===== config.mk =====
export PLATFORM = sky130hd
export DESIGN_NAME = cart_upload_responder
export DESIGN_NICKNAME = d
export VERILOG_FILES = /design/src/rtl/cart_upload_responder.sv
export SDC_FILE = /design/constraint.sdc
export NUM_CORES = 1
export LEC_CHECK = 0
export CORE_MARGIN = 10
export CORE_UTILIZATION = 30
export CTS_BUF_LIST = sky130_fd_sc_hd__clkbuf_2 sky130_fd_sc_hd__clkbuf_4 sky130_fd_sc_hd__clkbuf_8
export DETAILED_ROUTE_END_ITERATION = 10
export DONT_BUFFER_PORTS = 1
export SYNTH_ARGS = -nofsm -noshare
export SYNTH_HDL_FRONTEND = slang
export SYNTH_SLANG_ARGS = --single-unit

===== constraint.sdc =====
create_clock -name clk_sys -period 2.3 [get_ports clk_sys]
set_input_delay 0.46 -clock clk_sys [delete_from_list [all_inputs] [get_ports clk_sys]]
set_output_delay 0.46 -clock clk_sys [all_outputs]
set_load 0.005 [all_outputs]

===== src/rtl/cart_upload_responder.sv =====
// Serves HPS upload reads from cartridge RAM over the ioctl interface.
// One request at a time; the RAM port is shared with the CPU (mem_busy stalls the read).
module cart_upload_responder #(
  parameter int RD_LATENCY = 1,
  parameter int CNT_W      = 16
) (
  input  logic             clk_sys,
  input  logic             reset,
  input  logic             ioctl_upload,
  input  logic             ioctl_rd,
  input  logic [24:0]      ioctl_addr,
  output logic [7:0]       ioctl_din,
  output logic             ioctl_wait,
  input  logic [14:0]      cart_mask,
  input  logic             mem_busy,
  output logic             mem_rd,
  output logic [14:0]      mem_addr,
  input  logic [7:0]       mem_q,
  output logic             upload_active,
  output logic [CNT_W-1:0] upload_bytes
);

  typedef enum logic [1:0] {
    S_IDLE  = 2'd0,
    S_ISSUE = 2'd1,
    S_LAT   = 2'd2,
    S_DONE  = 2'd3
  } state_t;

  localparam logic [2:0]       LAT_LOAD  = 3'(RD_LATENCY - 1);
  localparam logic [CNT_W-1:0] BYTES_MAX = {CNT_W{1'b1}};
  localparam logic [CNT_W-1:0] BYTES_ONE = {{(CNT_W-1){1'b0}}, 1'b1};

  state_t           state_q, state_d;
  logic [2:0]       lat_q, lat_d;
  logic [7:0]       din_q, din_d;
  logic             wait_q, wait_d;
  logic [14:0]      addr_q, addr_d;
  logic             active_q;
  logic [CNT_W-1:0] bytes_q, bytes_d;
  logic             mem_rd_s;
  logic             in_range_s;
  logic             upload_rise_s;

  // Request decode, next-state and counter logic.
  always_comb begin
    state_d       = state_q;
    lat_d         = lat_q;
    din_d         = din_q;
    wait_d        = wait_q;
    addr_d        = addr_q;
    bytes_d       = bytes_q;
    mem_rd_s      = 1'b0;
    in_range_s    = (ioctl_addr[24:15] == 10'd0) &&
                    ((ioctl_addr[14:0] & ~cart_mask) == 15'd0);
    upload_rise_s = ioctl_upload & ~active_q;

    case (state_q)
      S_IDLE: begin
        if (ioctl_rd && ioctl_upload) begin
          wait_d = 1'b1;
          if (in_range_s) begin
            addr_d  = ioctl_addr[14:0];
            state_d = S_ISSUE;
          end else begin
            din_d   = 8'hFF;
            state_d = S_DONE;
          end
        end else begin
          state_d = S_IDLE;
        end
      end
      S_ISSUE: begin
        if (!ioctl_upload) begin
          wait_d  = 1'b0;
          state_d = S_IDLE;
        end else if (!mem_busy) begin
          mem_rd_s = 1'b1;
          lat_d    = LAT_LOAD;
          state_d  = S_LAT;
        end else begin
          state_d = S_ISSUE;
        end
      end
      S_LAT: begin
        if (!ioctl_upload) begin
          wait_d  = 1'b0;
          state_d = S_IDLE;
        end else if (lat_q == 3'd0) begin
          din_d   = mem_q;
          wait_d  = 1'b0;
          state_d = S_DONE;
        end else begin
          lat_d = lat_q - 3'd1;
        end
      end
      S_DONE: begin
        wait_d  = 1'b0;
        state_d = S_IDLE;
        // A dropped upload in this cycle counts as an abort, not a served byte.
        if (ioctl_upload && (bytes_q != BYTES_MAX)) begin
          bytes_d = bytes_q + BYTES_ONE;
        end else begin
          bytes_d = bytes_q;
        end
      end
      default: begin
        wait_d  = 1'b0;
        state_d = S_IDLE;
      end
    endcase

    if (upload_rise_s) begin
      bytes_d = {CNT_W{1'b0}};
    end else begin
      bytes_d = bytes_d;
    end
  end

  // State and output registers with synchronous reset.
  always_ff @(posedge clk_sys) begin
    if (reset) begin
      state_q  <= S_IDLE;
      lat_q    <= 3'd0;
      din_q    <= 8'h00;
      wait_q   <= 1'b0;
      addr_q   <= 15'd0;
      active_q <= 1'b0;
      bytes_q  <= {CNT_W{1'b0}};
    end else begin
      state_q  <= state_d;
      lat_q    <= lat_d;
      din_q    <= din_d;
      wait_q   <= wait_d;
      addr_q   <= addr_d;
      active_q <= ioctl_upload;
      bytes_q  <= bytes_d;
    end
  end

  assign ioctl_din     = din_q;
  assign ioctl_wait    = wait_q;
  assign mem_rd        = mem_rd_s;
  assign mem_addr      = addr_q;
  assign upload_active = active_q;
  assign upload_bytes  = bytes_q;

endmodule


### Word level (Yosys, flattened, before mapping)

Cells that the tools add are included.

* add/subtract/negate cells: 2
* eq/ne operators: 13
* multiplexer cells: 25
* bitwise logic cells: 4
* reduce and logical (&&, ||, !) cells: 15

Operators with widths (count)
* $mux W8: 4
* $add A16 B1 Y16 const B: 1
* $ne A16 B16 Y1 const B: 1
* $ne A2 B2 Y1 const B: 8
* $pmux W8 S2: 1
* $and A15 B15 Y15: 1
* $logic_not A15 Y1: 1
* $not A15 Y15: 1
* $mux W2: 6
* $mux W3: 4
* $logic_not A10 Y1: 1
* $reduce_and A5 Y1: 2
* $pmux W2 S4: 1
* $mux W1: 7
* $pmux W3 S2: 1
* $reduce_and A3 Y1: 2
* $eq A2 B2 Y1 const B: 2
* $pmux W1 S4: 1
* $reduce_bool A2 Y1: 2
* $logic_and A1 B1 Y1: 3
* $logic_not A3 Y1: 1
* $ne A3 B3 Y1 const B: 1
* $sub A3 B1 Y3 const B: 1
* $eq A2 B1 Y1 const B: 1
* 5 further kinds: 5

* flip-flop bits (word level): 46
* input port bits: 53
* output and inout bits: 42
* word-level logic and storage cells: 66

### Depth between registers and ports, before layout

* word-level depth: 7
* mapped depth: 7
* depth with buffers taken out: 7

### Least setup slack after synthesis

OpenSTA, ideal clock, no wires.

* kind: input -> register
* from: input ioctl_addr[15]
* to: register din_q[0], in the netlist ioctl_din[0]
* library setup time: 0.138 ns
* arrival: 1.733 ns
* required time: 2.162 ns
* slack: 0.430 ns
* stages: 6
* buffers on the path: 1
* cell sequence: or4_1 > nor2_2 > and2_1 > buf_4 > a311o_4 > a211oi_2

* longest elaborated chain between the ends: 4

RTL lines
* from (decl): RTL line 11 `input logic [24:0] ioctl_addr,`
* $logic_not A10 Y1: RTL line 54 `in_range_s = (ioctl_addr[24:15] == 10'd0) &&`
* $logic_and A1 B1 Y1: RTL line 54
* $ne A2 B2 Y1 (no source line)
* $reduce_and A5 Y1 (no source line)
* to (signal assigned): RTL line 133 `din_q <= din_d;`
* to (decl): RTL line 36 `logic [7:0] din_q, din_d;`

Every way passes these cells.
A chain may end at the register's enable or synchronous reset.

### Worst setup path after layout

* from: register state_q[1]
* to: register bytes_q[6], in the netlist upload_bytes[6]

* longest elaborated chain between the ends: 2

RTL lines
* from (decl): RTL line 34 `state_t state_q, state_d;`
* from (signal assigned): RTL line 131 `state_q <= state_d;`
* $eq A2 B2 Y1: RTL line 58 `case (state_q)`
* $reduce_and A2 Y1 (no source line)
* to (signal assigned): RTL line 129 `bytes_q <= {CNT_W{1'b0}};`
* to (signal assigned): RTL line 137 `bytes_q <= bytes_d;`
* to (decl): RTL line 40 `logic [CNT_W-1:0] bytes_q, bytes_d;`

Every way passes these cells.

==> results.json <==
{
  "run_status": "finished clean",
  "cts_tree": "yes",
  "relSlewSlack": 0.627,
  "crit_type": "register to register",
  "grt_pass1_wl_mm": 9.82,
  "pin_count": 95,
  "critPathLaunchType": "register",
  "endpoint_kind": "register",
  "drive_gt1_frac": 0.138,
  "post-route-util": 0.331,
  "rsz0062_at_grt": "false",
  "final_common_cell": "dfxtp_1",
  "start_util": 0.307,
  "wire_per_inst_um": 16.9,
  "syn_to_final_growth_pct": 8.00,
  "max_stage_delay_ns": 0.51,
  "leakage_nw": 0.831,
  "wl_met1_mm": 2.48,
  "power_density_mw_per_mm2": 567,
  "nets": 324,
  "async_flop_share": 0,
  "grt_usage": 0.104,
  "final_cell_count_no_fill": 371,
  "worstPathRequired_ns": 2.52,
  "synth_top_family_by_area": "simple AND/OR/NAND/NOR gates",
  "placed_area_mm2": 0.00244,
  "wl_met3_um": 758,
  "synth_flop_cell": "dfxtp_1",
  "synth_seq_cells": 46,
  "cp_max_fo": 10,
  "final_cell_mix": "dfxtp_1, nor2_1, o21ai_0, a21oi_1, inv_1",
  "tns_ns": 0,
  "die_h_um": 108,
  "netlist_instances": 269,
  "netlist_area_mm2": 0.00235,
  "clock_path_buffers": 2,
  "synth_mux_area_frac": 0.00853,
  "die-area_mm2": 0.0118,
  "grt_pass1_vias": 1850,
  "period_minus_slack_ns": 1.86,
  "drc_errors": 0,
  "grt_overflow_total": 0,
  "fill_cells": 808,
  "cts.clk_slew.worst_paths_ns": 0.09,
  "synth_xor_area_frac": 0.0560,
  "crit_arrival_ns": 2.08,
  "synth_top_cell_area_share": 0.393,
  "antenna_left": 0,
  "viasPerCell": 5.02,
  "synth-seq-area-share": 0.393,
  "yosysUniqueCellTypes": 45,
  "synthTopCellsByArea": "dfxtp_1, nor2_1, o21ai_0",
  "hold_path.class": "input pin to register",
  "postCtsHoldBufs": 0,
  "antenna_found_initial": 0,
  "cts_root_buf": "clkbuf_8",
  "place_congestion": 0.732,
  "synth-compound-area-share": 0.171,
  "hold_ws_ns": 0.220,
  "p_total_mw": 1.44,
  "yosys_warnings": 0,
  "synthAdderAreaFrac": 0.0160,
  "drtPass1Iterations": 6,
  "yosys.area_share.simple": 0.294,
  "wl_mm": 6.26,
  "worst_pin_slew_ns": 0.556,
  "grt_max_degree": 29,
  "top_layer_used": "met4",
  "pre_cts_ws_ns": 0.265,
  "fmax_mhz": 537,
  "dr_wl_met2_mm": 3.00,
  "dp_hpwl_mm": 4.95,
  "synth-edff-count": 0,
  "clk_latency_ns": 0.29,
  "coreArea_mm2": 0.00765,
  "route.vias.total": 1863,
  "finalSetupViolCount": 0,
  "finalInstanceArea_mm2": 0.00253,
  "numCtsBuffers": 5,
  "fin_skew_ns": 0.0119,
  "syn-num-nets": 325,
  "path_cells": "nand3_2, buf_4, or3_4, or3_1, a21oi_1",
  "cts_resized": 0,
  "dp.cells": 363,
  "die_w_um": 108,
  "yosysTopAreaCell": "dfxtp_1",
  "post_cts_buffers": 0,
  "final-max-slew-violation-count": 0,
  "finalCritPeriodShare": 0.809,
  "n_antenna_cell": 0,
  "hold_viol_final": 0,
  "avgSynthCellArea_um2": 8.72,
  "cp_slowest_cell": "dfxtp_1",
  "htree_num_levels": 2,
  "drt_iter0_drc": 59,
  "setup_slack_ns": 0.438,
  "clock_sink_count": 46,
  "drv_cap": 0,
  "io_buffers": 0,
  "row_count": 32,
  "ir_drop_uv": 201
}
-- cells by family after synthesis --
family,count (synthesis)
buffers and inverters,32
xor gates and xnor gates,15
and+or+nand+nor,113
adders and majority gates,3
AOI/OAI and AO/OA,58
muxes,2
DFF,46
-- per-layer routing --
layer,GRT usage,vias to the layer above
met5,0,-
met4,0.0226,0
met3,0.0529,2
met2,0.171,65
met1,0.118,854
li1,-,942
-- Yosys cell counts, types with 3 or more instances --
| cell type | number |
|---|---|
| nand2b_1 | 3 |
| clkbuf_1 | 7 |
| nor2_1 | 28 |
| a211oi_2 | 8 |
| o21ai_0 | 21 |
| xor2_1 | 3 |
| dfxtp_1 | 46 |
| nor4_1 | 3 |
| a21oi_1 | 20 |
| nor3_1 | 6 |
| nor3b_1 | 3 |
| inv_1 | 17 |
| ha_1 | 3 |
| xnor2_1 | 12 |
| buf_2 | 3 |
| nand4_1 | 16 |
| nor2b_1 | 14 |
| nand2_1 | 9 |
| and2_1 | 3 |
| nand3_1 | 6 |
| buf_4 | 4 |
-- report_power, final --
part	internal (mW)	switching (mW)	total (mW)
clock network	0.227	0.274	0.500
logic	0.0462	0.0577	0.104
registers	0.815	0.0171	0.832
total	1.09	0.349	1.44
-- path summary, 6_finish.rpt --
path | startpoint | end | slack, ns | cells after the start
min | reset | ioctl_din[7] | 0.22 | 1
max | state_q[1] | upload_bytes[6] | 0.44 | 5
min reg2reg | lat_q[1] | lat_q[1] | 0.46 | 2
max reg2reg | state_q[1] | upload_bytes[6] | 0.44 | 5
-- flip-flops by register name (all words and copies together), names as in the netlist --
register,cells
state_q,2
mem_addr,15
lat_q,3
ioctl_din,8
upload_active,1
ioctl_wait,1
upload_bytes,16
-- layout make-up --
| type | instances | area (µm²) | share of cell area |
|---|---|---|---|
| clock inverters | 2 | 13.8 | 0.00543 |
| repair buffers | 7 | 52.6 | 0.0207 |
| multi-input cells | 191 | 1280 | 0.505 |
| inverters | 17 | 63.8 | 0.0252 |
| flip-flops and latches | 46 | 921 | 0.363 |
| clock buffers | 6 | 76.3 | 0.0301 |
| well taps | 102 | 128 | 0.0504 |
-- critical path: cells and delay by family, from the launching register on --
kind                   cells  cell delay (ns)
AO/OA/AOI/OAI              1             0.16
buffers and inverters      1             0.20
flip-flops                 1             0.51
AND/OR/NAND/NOR            3             0.92
(Power assumes the default switching activity.)
